===== config.mk =====
export PLATFORM = sky130hd
export DESIGN_NAME = dmem_arbiter
export DESIGN_NICKNAME = d
export VERILOG_FILES = /design/src/rtl/dmem_arbiter.sv
export SDC_FILE = /design/constraint.sdc
export NUM_CORES = 1
export LEC_CHECK = 0
export CORE_AREA = 2 2 115 117
export CTS_CLUSTER_SIZE = 10
export DETAILED_ROUTE_END_ITERATION = 12
export DIE_AREA = 0 0 117 119
export GPL_ROUTABILITY_DRIVEN = 0
export PLACE_DENSITY = 0.84
export SLEW_MARGIN = 20
export SYNTH_ARGS = -nofsm -noshare
export SYNTH_HDL_FRONTEND = slang
export SYNTH_SLANG_ARGS = --single-unit

===== constraint.sdc =====
create_clock -name clk -period 2.6 [get_ports clk]
set_input_delay 0.52 -clock clk [delete_from_list [all_inputs] [get_ports clk]]
set_output_delay 0.52 -clock clk [all_outputs]
set_load 0.05 [all_outputs]

===== src/rtl/dmem_arbiter.sv =====
// Two-master arbiter for the single-ported data RAM: combinational grant, burst limit, registered read return.
// Optional build macro DMEM_ARB_RR_EN: round-robin tie-break from IDLE (default is fixed priority to m0).
module dmem_arbiter #(
    parameter int AW        = 32,
    parameter int DW        = 32,
    parameter int MAX_BURST = 4
) (
    input  logic          clk,
    input  logic          rst,
    input  logic          m0_req,
    input  logic          m0_we,
    input  logic [AW-1:0] m0_addr,
    input  logic [DW-1:0] m0_wdata,
    output logic          m0_gnt,
    output logic          m0_rvalid,
    output logic [DW-1:0] m0_rdata,
    input  logic          m1_req,
    input  logic          m1_we,
    input  logic [AW-1:0] m1_addr,
    input  logic [DW-1:0] m1_wdata,
    output logic          m1_gnt,
    output logic          m1_rvalid,
    output logic [DW-1:0] m1_rdata,
    output logic          mem_we,
    output logic [AW-1:0] mem_a,
    output logic [DW-1:0] mem_d,
    input  logic [DW-1:0] mem_spo,
    output logic          busy
);

    localparam int CW = $clog2(MAX_BURST + 1);
    localparam logic [CW-1:0] CNT_MAX = CW'(MAX_BURST);

    typedef enum logic [1:0] {IDLE, OWN0, OWN1} state_t;

    state_t        state, state_nxt;
    logic [CW-1:0] cnt, cnt_nxt;
    logic          last_winner;
    logic          tie_m1;
    logic          win0, win1;

`ifdef DMEM_ARB_RR_EN
    // last_winner resets to 1, so the first tie after reset goes to m0
    assign tie_m1 = ~last_winner;
`else
    assign tie_m1 = 1'b0;
`endif

    always_comb begin
        win0 = 1'b0;
        win1 = 1'b0;
        case (state)
            IDLE: begin
                if (m0_req && m1_req) begin
                    win1 = tie_m1;
                    win0 = ~tie_m1;
                end else begin
                    win0 = m0_req;
                    win1 = m1_req;
                end
            end
            OWN0: begin
                if (m0_req && (!m1_req || cnt < CNT_MAX)) win0 = 1'b1;
                else                                      win1 = m1_req;
            end
            OWN1: begin
                if (m1_req && (!m0_req || cnt < CNT_MAX)) win1 = 1'b1;
                else                                      win0 = m0_req;
            end
            default: ;
        endcase
    end

    always_comb begin
        state_nxt = IDLE;
        cnt_nxt   = '0;
        if (win0)      state_nxt = OWN0;
        else if (win1) state_nxt = OWN1;
        if ((win0 && state == OWN0) || (win1 && state == OWN1))
            cnt_nxt = (cnt == CNT_MAX) ? cnt : cnt + CW'(1);
        else if (win0 || win1)
            cnt_nxt = CW'(1);
    end

    // Outputs toward the masters and the RAM are held low while reset is asserted
    always_comb begin
        m0_gnt = win0 & rst;
        m1_gnt = win1 & rst;
        mem_we = 1'b0;
        mem_a  = '0;
        mem_d  = '0;
        if (rst && win0) begin
            mem_we = m0_we;
            mem_a  = m0_addr;
            mem_d  = m0_wdata;
        end else if (rst && win1) begin
            mem_we = m1_we;
            mem_a  = m1_addr;
            mem_d  = m1_wdata;
        end
    end

    always_ff @(posedge clk or negedge rst) begin
        if (!rst) begin
            state       <= IDLE;
            cnt         <= '0;
            last_winner <= 1'b1;
            m0_rvalid   <= 1'b0;
            m1_rvalid   <= 1'b0;
            m0_rdata    <= '0;
            m1_rdata    <= '0;
        end else begin
            state     <= state_nxt;
            cnt       <= cnt_nxt;
            if (win0 || win1) last_winner <= win1;
            m0_rvalid <= win0 & ~m0_we;
            m1_rvalid <= win1 & ~m1_we;
            if (win0 && !m0_we) m0_rdata <= mem_spo;
            if (win1 && !m1_we) m1_rdata <= mem_spo;
        end
    end

    assign busy = (state != IDLE);

endmodule


# ---- Word level (Yosys, flattened, before mapping)
# Index checks and enable logic that the tools add are counted.
dict set report word_totals {
  ff_bits 71
  inputBits 166
  output_inout_bits 134
  wordCells 56
}
dict set report classes {
  addsub 1
  order_cmp 1
  eq_ne 4
  mux 19
  n_bitwise 6
  reduce_logical 19
}
# op count
set ops {}
lappend ops {{32-bit 2-to-1 mux} 4}
lappend ops {{1-bit logical AND} 9}
lappend ops {{1-bit 2-to-1 mux} 9}
lappend ops {{3-bit 2-to-1 mux} 2}
lappend ops {{1-bit case mux with 3 select lines} 2}
lappend ops {{1-bit bitwise AND} 4}
lappend ops {{1-bit logical NOT} 4}
lappend ops {{1-bit logical OR} 4}
lappend ops {{2-bit 2-to-1 mux} 2}
lappend ops {{3-bit by 1-bit adder with 3-bit output, second input constant} 1}
lappend ops {{3-bit equality test, second input constant} 1}
lappend ops {{3-bit < comparator, second input constant} 1}
lappend ops {{2-bit by 1-bit equality test with 1-bit output, second input constant} 1}
lappend ops {{2-bit equality test, second input constant} 1}
lappend ops {{2-bit logical NOT} 1}
lappend ops {{2-bit inequality test, second input constant} 1}
lappend ops {{1-bit NOT} 2}
lappend ops {{2-bit nonzero test} 1}

# ---- Longest topological paths before layout
# Gate-level depths: netlist of run 1.
dict set report logic_depth {
  ltp_word 8
  depth_mapped 6
  mapped_depth_nobuf 5
}

# ---- Worst setup path after synthesis of run 1
# Ideal clock, no wire load.
dict set report synth_path {
  kind {flip-flop to output port}
  start {register cnt[2]}
  end {output mem_a[18]}
  arrival_time_ns 2.117
  required_time_ns 2.080
  path_slack_ns -0.037
  stages_incl_launch_ff 6
  n_path_buf 1
  cell_sequence {dfrtp_1 > mux2_4 > o211a_1 > and2_1 > clkbuf_1 > a22o_1}
}
dict set report synth_via {
  elab_chain_len 8
  elab_cells_between_ends 15
  classes_between {order compare: 1; mux: 8; reduce/logical: 6}
}
# item line
set synth_rtl {}
lappend synth_rtl {{start: declaration} 37} ;# logic [CW-1:0] cnt, cnt_nxt;
lappend synth_rtl {{start signal: assignment} 114} ;# cnt <= cnt_nxt;
lappend synth_rtl {{3-bit < comparator *} {63, 67}}
lappend synth_rtl {{1-bit logical OR, on equally long branches} {67, 63}}
lappend synth_rtl {{1-bit logical AND, on equally long branches} {67, 63}}
lappend synth_rtl {{1-bit 2-to-1 mux, on equally long branches} {67, 63}}
lappend synth_rtl {{1-bit case mux with 3 select lines} 52} ;# case (state)
lappend synth_rtl {{1-bit logical AND} 96} ;# end else if (rst && win1) begin
lappend synth_rtl {{32-bit 2-to-1 mux} 96}
lappend synth_rtl {{32-bit 2-to-1 mux *} 92} ;# if (rst && win0) begin
lappend synth_rtl {{end: declaration} 25} ;# output logic [AW-1:0] mem_a,
# Every way passes the cells marked *; elsewhere a longest branch is shown, timed or not.

# ---- Worst setup path in the final report of run 1
dict set report layout_path {
  start {register cnt[2]}
  end {output mem_d[22]}
}
dict set report layout_via {
  elab_chain_len 8
  elab_cells_between_ends 15
  classes_between {order compare: 1; mux: 8; reduce/logical: 6}
}
# item line
set layout_rtl {}
lappend layout_rtl {{3-bit < comparator *} {63, 67}}
lappend layout_rtl {{1-bit logical OR, on equally long branches} {67, 63}}
lappend layout_rtl {{1-bit logical AND, on equally long branches} {67, 63}}
lappend layout_rtl {{1-bit 2-to-1 mux, on equally long branches} {67, 63}}
lappend layout_rtl {{1-bit case mux with 3 select lines} 52}
lappend layout_rtl {{1-bit logical AND} 96}
lappend layout_rtl {{32-bit 2-to-1 mux} 96}
lappend layout_rtl {{32-bit 2-to-1 mux *} 92}
lappend layout_rtl {{end: declaration} 26} ;# output logic [DW-1:0] mem_d,
# Marked as above.

==> results.py, run 1 <==
metrics = {
    "clock_tree": {
        "clkLatencyLatePin_ns": 0.33,
        "cts_root_buf": "clkbuf_16",
        "cts_max_path_buffers": 2,
        "numCtsBuffers": 9,
        "cts_tree": "yes",
        "htreeDepth": 3,
        "clk_pin_slew_worst_paths_ns": 0.06,
        "clock-sinks": 71,
    },
    "die": {
        "rows": 42,
        "dieArea_um2": 13900,
        "start_util_pct": 28.4,
        "die_x_um": 117,
        "die_h_um": 119,
        "io_pins": 300,
        "core_um2": 12900,
    },
    "synth": {
        "syn_area_um2": 3660,
        "synth.most_common_cell": "dfrtp_1",
        "synth_common_cells": "dfrtp_1 (71), a22o_1 (65), mux2_4 (50)",
        "ys_ff_latch": 71,
        "ys.flop_type": "dfrtp_1",
        "yosys.area.top_type_share_pct": 48.6,
        "yosysSeqAreaShare_pct": 48.6,
        "ys_async_sr_fraction_pct": 100,
        "syn_inst": 251,
        "avgSynthCellArea_um2": 14.6,
        "synth_nets": 419,
        "synth_edf_count": 0,
        "synth-warning-count": 0,
        "synth.distinct_cells": 26,
        "yosys.area.top_type": "dfrtp_1",
        "synth.area.top_cells": "dfrtp_1 (49%), mux2_4 (21%), a22o_1 (16%), mux2_2 (4.6%), buf_6 (2.8%)",
    },
    "critical_path": {
        "endpoint_kind": "output port",
        "startpoint_type": "flop",
        "arrival_ns": 2.13,
        "r2r_slack_ns": 0.52,
        "cp_max_fo": 5,
        "r2r_start": "cnt[2]",
        "critPathKind": "flop to output port",
        "critical_path_required_ns": 2.08,
        "crit_start": "cnt[2]",
        "r2r-end": "m0_rdata[26]",
        "reg2reg_depth": 6,
        "cp-endpoint": "mem_d[22]",
    },
    "routing": {
        "drt_iter0_drc": 186,
        "vias_per_cell": 4.72,
        "drc": 0,
        "ant_nets": 0,
        "routed_wl_um": 16400,
        "avgRoutedWirePerCell_um": 21.8,
        "first_pass_iters": 4,
        "dr_total_vias": 3553,
    },
    "power": {
        "powerDensity_nw_per_um2": 677,
        "ir_drop_mv": 0.307,
        "cellLeakagePower_nw": 3.69,
    },
    "sta": {
        "period_minus_slack_ns": 2.65,
        "skew_ns": 0.00765,
        "max_freq_ghz": 0.377,
        "timing_hold_violations_final": 0,
        "postLayoutSetupSlackWorst_ns": -0.0508,
        "finalSetupViolCount": 55,
        "tightest_slew_ns": 0.557,
        "maxSlewViolCount": 0,
        "rsz0062_at_grt": "yes",
        "relSlewSlack_pct": 62.8,
        "post-route-period-util_pct": 102,
    },
    "placed_design": {
        "io_buffers": 299,
        "dp_slack_ns": -0.0663,
        "hpwl_um": 11900,
        "dp_cells": 721,
    },
    "cells_and_area": {
        "fill_cells": 920,
        "regArea_um2": 1780,
        "drive_above_1_share_pct": 39.9,
        "n_antenna_cell": 0,
        "area_growth_syn_to_layout_pct": 133,
        "final_util_pct": 66.2,
        "fin_nets": 740,
        "multi_input_area_um2": 2040,
        "fin_cells": 753,
    },
    "grt": {
        "grt_pass1_wl_um": 21700,
        "grt_pass1_vias": 3799,
        "grt_start_max_net_pins": 42,
        "antenna_found_initial": 0,
        "grt-ovfl-total": 0,
        "track_usage_pct": 20.9,
    },
    "worst_hold_path": {
        "hold_path_class": "input port to async pin",
    },
    "run_status": {
        "outcome": "finished with violations",
        "violations": "setup timing",
    },
    "run": {
        "drv_cap": 0,
    },
}
-- kinds of logic after synthesis --
group	share of synthesized area (%)
AND/OR/NAND/NOR	2.19
buffers and inverters	6.09
flip-flops	48.6
AO/OA/AOI/OAI	17.0
XOR/XNOR	0.240
multiplexers	25.2
adder cells (fa/ha/maj)	0.684
-- layout make-up --
class	instances	area share, %
clock inverters	7	1.12
multi-input cells	156	24.0
well taps	176	2.59
repair buffers	331	48.7
inverters	3	0.132
clock buffers	9	2.64
flip-flops and latches	71	20.9
-- timing repair --
action                                  CTS  global route
setup buffers                             1             1
gates resized for setup                  22            34
endpoints found under the setup margin   66            66
pin swaps                                 7            31
hold buffers                              0             0
cloned                                    1            13
hold endpoints to repair                  0             0
-- registers in the layout (all words and copies together), names as in the netlist --
name       count
m1_rdata      32
m0_rvalid      1
m1_rvalid      1
m0_rdata      32
state          2
cnt            3
-- where the power goes --
group | internal [mW] | switching [mW] | total, mW
Combinational | 1.35 | 1.61 | 2.96
Clock | 0.841 | 0.477 | 1.32
Sequential | 1.34 | 0.143 | 1.48
-- cells in the final DEF (no fill, tap or decap), types with 2 or more instances in the layout --
cell type	instances
mux2_4	50
a22o_1	25
ha_1	2
clkinv_2	2
a22o_4	40
inv_1	2
nand2_1	5
dlymetal6s2s_1	2
clkdlybuf4s50_1	229
bufinv_16	2
a21oi_1	2
nor2_1	3
buf_12	73
clkbuf_16	16
mux2_2	15
buf_6	5
buf_4	12
dfrtp_1	71
and2_4	3
-- metrics by stage --
stage	total power [mW]	setup TNS (ns)	hold slack, ns	instance area [µm²]
after floorplan	3.06	0	0.224	3660
after global placement	4.25	-0.785	0.490	7510
after detailed placement	4.30	-2.23	0.495	7510
after CTS	5.69	-2.90	0.340	8010
after global routing	5.97	-5.41	0.373	8520
final	5.76	-1.38	0.352	8520
-- how the worst min path moves through the flow --
stage / to / slack [ns] / cells after the start
after global routing: m1_rdata[27] / 0.37 / 2
final: m1_rdata[30] / 0.35 / 2
after floorplan: cnt[0] / 0.22 / 0
after global placement: m1_rdata[29] / 0.49 / 1
after CTS: m1_rdata[27] / 0.34 / 2
after detailed placement: m1_rdata[1] / 0.49 / 1
-- routing by layer --
| metal | GRT usage, % | vias to the layer above | routed length (µm) |
|---|---|---|---|
| met2 | 38.1 | 181 | 8790 |
| met3 | 7.79 | 21 | 1260 |
| met1 | 21.9 | 1752 | 5980 |
| met5 | 0 | - | 0 |
| li1 | - | 1599 | - |
| met4 | 6.62 | 0 | 352 |
-- critical path, cell delays in order (launching register included) --
cell and delay [ns]:
dfrtp_1 0.39, mux2_4 0.33, a221oi_4 0.27, and2_4 0.30
clkbuf_16 0.17, a22o_1 0.19, buf_12 0.15
(Power assumes the default switching activity.)
==> run 2, diff against run 1 <==
==> constraint.sdc (replaced) <==
create_clock -name clk -period 2.85 [get_ports clk]
set_input_delay 0.57 -clock clk [delete_from_list [all_inputs] [get_ports clk]]
set_output_delay 0.57 -clock clk [all_outputs]
set_load 0.05 [all_outputs]
==> results.py, run 2 (synthesis gave the netlist of run 1 again) <==
metrics = {
    "power": {
        "cellLeakagePower_nw": 3.37,
        "powerDensity_nw_per_um2": 641,
        "ir_drop_mv": 0.381,
        "p_total_mw": 5.09,
    },
    "sta": {
        "timing_hold_violations_final": 0,
        "relSlewSlack_pct": 40.3,
        "skew_ns": 0.00966,
        "finalSetupViolCount": 0,
        "post-route-period-util_pct": 97.4,
        "maxSlewViolCount": 0,
        "max_freq_ghz": 0.360,
        "period_minus_slack_ns": 2.78,
        "fin_tns_setup_ns": 0,
        "tightest_slew_ns": 0.895,
    },
    "grt": {
        "grt_pass1_wl_um": 23300,
        "antenna_found_initial": 0,
        "track_usage_pct": 22.8,
        "grt_start_max_net_pins": 71,
        "grt_pass1_vias": 3961,
        "grt-ovfl-total": 0,
    },
    "routing": {
        "drc": 0,
        "drt_iter0_drc": 160,
        "routed_wl_um": 16500,
        "ant_nets": 0,
        "avgRoutedWirePerCell_um": 22.4,
        "dr_total_vias": 3536,
        "vias_per_cell": 4.80,
        "first_pass_iters": 4,
    },
    "die": {
        "dieArea_um2": 13900,
        "die_h_um": 119,
        "io_pins": 300,
        "die_x_um": 117,
        "start_util_pct": 28.4,
        "core_um2": 12900,
        "rows": 42,
    },
    "critical_path": {
        "critical_path_required_ns": 2.28,
        "worst_path_max_delay_cell": "clkdlybuf4s50_1",
        "cpMostUsedCell": "buf_12",
        "crit_path_max_incr_delay_ns": 0.49,
        "reg2reg_depth": 6,
        "worstPathCellList": "clkdlybuf4s50_1, inv_1, o211a_1, and2_4, buf_12, a22o_4, buf_12",
        "endpoint_kind": "output port",
        "arrival_ns": 2.21,
        "cp_max_fo": 25,
        "startpoint_type": "input port",
        "critPathKind": "input port to output port",
    },
    "cells_and_area": {
        "fin_nets": 723,
        "fill_cells": 959,
        "drive_above_1_share_pct": 32.3,
        "reg_top3": "m0_rdata: 32 flops, m1_rdata: 32 flops, cnt: 3 flops",
        "area_growth_syn_to_layout_pct": 117,
        "final_util_pct": 61.6,
        "final_cell_mix": "clkdlybuf4s50_1 (230), buf_12 (73), dfrtp_1 (69), a22o_1 (58), mux2_4 (50)",
        "final_common_cell": "clkdlybuf4s50_1",
        "n_antenna_cell": 0,
    },
    "worst_hold_path": {
        "hold_path_class": "input port to async pin",
    },
    "clock_tree": {
        "clk_pin_slew_worst_paths_ns": 0.05,
        "numCtsBuffers": 9,
        "cts_tree": "yes",
        "cts_root_buf": "clkbuf_16",
        "clkLatencyLatePin_ns": 0.34,
        "cts_max_path_buffers": 2,
        "htreeDepth": 3,
        "clock-sinks": 71,
    },
    "run_status": {
        "outcome": "completed",
    },
    "run": {
        "drv_cap": 0,
    },
    "placed_design": {
        "hpwl_um": 13000,
        "io_buffers": 299,
    },
}
==> run 2: cell count changes in the layout (fill, tap and decap cells not counted), sizes merged <==
cell           delta
buf              -10
dlymetal6s2s      -1
and2              -1
inv               -1
clkbuf            -4
clkdlybuf4s50     +1
bufinv            -1
==> run 2: per-stage QoR <==
step	std cells	setup WS [ns]	instance area, µm²	hold slack, ns
2_1_floorplan	251	0.154	3660	0.274
3_3_place_gp	718	0.0507	7510	0.382
3_5_place_dp	718	0.0224	7510	0.383
4_1_cts	734	0.0128	7830	0.0263
5_1_grt	736	-0.00539	7940	0.0274
6_report	736	0.0730	7940	0.0363
==> run 2: cell type report <==
| class | instances | area (µm²) | area share, % |
|---|---|---|---|
| repair buffers | 315 | 3870 | 48.8 |
| multi-input cells | 155 | 1740 | 22.0 |
| clock inverters | 5 | 56.3 | 0.709 |
| flip-flops and latches | 71 | 1780 | 22.4 |
| well taps | 176 | 220 | 2.77 |
| clock buffers | 11 | 253 | 3.18 |
| inverters | 3 | 11.3 | 0.142 |
==> run 2: power breakdown <==
group	switching (mW)	internal [mW]
registers	0.136	1.22
logic	1.43	1.16
clock network	0.418	0.723
total	1.99	3.10
==> run 2: final timing paths <==
kind,to,slack (ns),startpoint
setup / recovery,mem_a[17],0.07,m0_req
hold / removal,state[0],0.04,rst
setup reg to reg,m0_rdata[1],0.68,state[0]
hold reg to reg,m0_rdata[2],0.51,m0_rdata[2]
max in group asynchronous,cnt[2],1.67,rst
min in group clk,m0_rdata[2],0.51,m0_rdata[2]
==> run 2: metal layers <==
metal  up-vias  track usage, %  routed length (µm)
li1       1566               -                   -
met1      1711            23.6                5790
met2       217            40.9                8650
met3        42            7.38                1370
met4         0            10.9                 656
met5         -               0                   0
==> run 2: what timing repair did <==
item                       CTS  global route
setup endpoints to repair   37            61
resized for setup            2            11
hold buffers                 0             0
setup buffers                0             1
cloned                       0             1
==> run 2: worst max-delay path: cells and delay by family <==
| family | cells | cell delay, ns |
|---|---|---|
| compound gates | 2 | 0.50 |
| buf+inv | 4 | 0.90 |
| simple gates | 1 | 0.21 |
==> run 3, diff against run 2 <==
--- a/config.mk
+++ b/config.mk
@@ -5,12 +5,12 @@
 export SDC_FILE = /design/constraint.sdc
 export NUM_CORES = 1
 export LEC_CHECK = 0
-export CORE_AREA = 2 2 115 117
+export CORE_AREA = 2 2 152 80
 export CTS_CLUSTER_SIZE = 10
 export DETAILED_ROUTE_END_ITERATION = 12
-export DIE_AREA = 0 0 117 119
+export DIE_AREA = 0 0 154 82
 export GPL_ROUTABILITY_DRIVEN = 0
-export PLACE_DENSITY = 0.84
+export PLACE_DENSITY = 0.92
 export SLEW_MARGIN = 20
 export SYNTH_ARGS = -nofsm -noshare
 export SYNTH_HDL_FRONTEND = slang
==> constraint.sdc (replaced) <==
create_clock -name clk -period 2.85 [get_ports clk]
set_input_delay 0.855 -clock clk [delete_from_list [all_inputs] [get_ports clk]]
set_output_delay 0.855 -clock clk [all_outputs]
set_load 0.05 [all_outputs]
==> results.py, run 3 (synthesis gave the netlist of run 1 again) <==
metrics = {
    "clock_tree": {
        "cts_root_buf": "clkbuf_16",
        "cts_max_path_buffers": 2,
        "htreeDepth": 3,
        "numCtsBuffers": 9,
        "cts_hold_buffers": 0,
        "clk_pin_slew_worst_paths_ns": 0.05,
        "clkLatencyLatePin_ns": 0.33,
        "clock-sinks": 71,
        "cts_tree": "yes",
    },
    "critical_path": {
        "r2r_slack_ns": 0.82,
        "critPathKind": "flop to output port",
        "r2r-end": "m0_rdata[0]",
        "critical_path_required_ns": 2.00,
        "endpoint_kind": "output port",
        "cp-endpoint": "mem_d[15]",
        "startpoint_type": "flop",
        "r2r_start": "cnt[2]",
        "reg2reg_depth": 6,
        "arrival_ns": 2.14,
        "crit_start": "cnt[2]",
        "cp_max_fo": 34,
    },
    "cells_and_area": {
        "final_common_cell": "clkdlybuf4s50_1",
        "n_antenna_cell": 0,
        "fin_nets": 741,
        "reg_top3": "m0_rdata: 32 flops, m1_rdata: 32 flops, cnt: 3 flops",
        "drive_above_1_share_pct": 43.6,
        "fin_cells": 728,
        "finalInstanceArea_um2": 8400,
        "final_cell_mix": "clkdlybuf4s50_1 (229), buf_12 (77), dfrtp_1 (71), mux2_4 (50), a22o_2 (35)",
        "fill_cells": 684,
        "area_growth_syn_to_layout_pct": 130,
    },
    "sta": {
        "max_freq_ghz": 0.334,
        "maxSlewViolCount": 0,
        "finalSetupViolCount": 66,
        "postLayoutSetupSlackWorst_ns": -0.145,
        "tightest_slew_ns": 0.716,
        "relSlewSlack_pct": 52.3,
        "period_minus_slack_ns": 3.00,
        "timing_hold_violations_final": 0,
        "post-route-period-util_pct": 105,
        "skew_ns": 0.00776,
        "fin_tns_setup_ns": -7.32,
        "rsz0062_at_grt": "yes",
    },
    "die": {
        "rows": 28,
        "die_x_um": 154,
        "die_h_um": 82,
        "dieArea_um2": 12600,
        "io_pins": 300,
        "start_util_pct": 32.1,
        "core_um2": 11400,
    },
    "worst_hold_path": {
        "hold_path_class": "flop to flop",
        "hold_depth": 1,
    },
    "run_status": {
        "outcome": "finished with violations",
        "violations": "setup timing",
    },
    "placed_design": {
        "hpwl_um": 13000,
        "dp_slack_ns": -0.548,
        "io_buffers": 299,
        "placed_area_um2": 7590,
        "dp_cells": 696,
    },
    "power": {
        "ir_drop_mv": 0.370,
        "cellLeakagePower_nw": 3.61,
        "powerDensity_nw_per_um2": 616,
    },
    "routing": {
        "dr_total_vias": 3662,
        "first_pass_iters": 4,
        "drt_iter0_drc": 218,
        "drc": 0,
        "avgRoutedWirePerCell_um": 24.7,
        "ant_nets": 0,
        "vias_per_cell": 5.03,
        "routed_wl_um": 18000,
    },
    "grt": {
        "grt_pass1_wl_um": 23500,
        "grt_start_max_net_pins": 59,
        "antenna_found_initial": 0,
        "grt-ovfl-total": 0,
        "track_usage_pct": 25.5,
        "grt_pass1_vias": 3775,
    },
    "run": {
        "drv_cap": 0,
    },
}
## run 3: changes by cell type in the layout (fill, tap and decap cells not counted), moves of 2 or more
cell / change
buf_16: +4
buf_6: +3
clkbuf_8: -2
buf_4: +5
inv_6: +2
dfrtp_2: -2
buf_12: +4
a22o_2: +35
dfrtp_1: +2
a22o_1: -53
clkbuf_16: +2
a22o_4: +18
## run 3: worst min-delay path by stage
stage,start,end
floorplan,state[0],state[0]
finish,m0_rdata[26],m0_rdata[26]
detailed placement,m0_rdata[14],m0_rdata[14]
global placement,m0_rdata[0],m0_rdata[0]
global route,m0_rdata[26],m0_rdata[26]
CTS,m0_rdata[26],m0_rdata[26]
## run 3: layout make-up
cell class	instances	area, µm²	area share (%)
clock buffers	10	229	2.72
repair buffers	332	4180	49.7
clock inverters	6	67.6	0.804
well taps	150	188	2.23
multi-input cells	156	1950	23.2
inverters	3	11.3	0.134
flip-flops and latches	71	1780	21.1
## run 3: where the power goes
group	internal, mW	switching (mW)	total, mW
clock network	0.682	0.425	1.11
registers	1.22	0.132	1.35
logic	1.23	1.48	2.72
## run 3: worst max-delay path, stage by stage, from the launching register on
cell      delay (ns)
dfrtp_1         0.39
mux2_4          0.34
a221oi_4        0.26
and2_4          0.26
buf_12          0.21
a22o_2          0.21
buf_12          0.14
## run 3: stage by stage
| stage | hold slack, ns | power (mW) | utilization [%] |
|---|---|---|---|
| floorplan | 0.514 | 2.81 | - |
| global placement | 0.492 | 3.91 | 66.6 |
| detailed placement | 0.491 | 3.96 | 66.6 |
| CTS | 0.509 | 5.16 | 72.0 |
| global route | 0.520 | 5.35 | 73.8 |
| finish | 0.507 | 5.18 | 73.8 |
## run 3: per-layer routing
metal  track usage, %  part of all wire, %  wire [µm]
met1             33.3                   41       7410
met2             40.6                   49       8810
met3             7.39                  7.1       1280
met4             9.35                  2.8        504
met5                0                    0          0
## run 3: timing repair
action / CTS / global route
pin swaps: 5 / 8
gates cloned: 4 / 5
endpoints found under the hold margin: 0 / 0
setup endpoints to repair: 67 / 67
buffers inserted: 6 / 1
resized for setup: 36 / 16
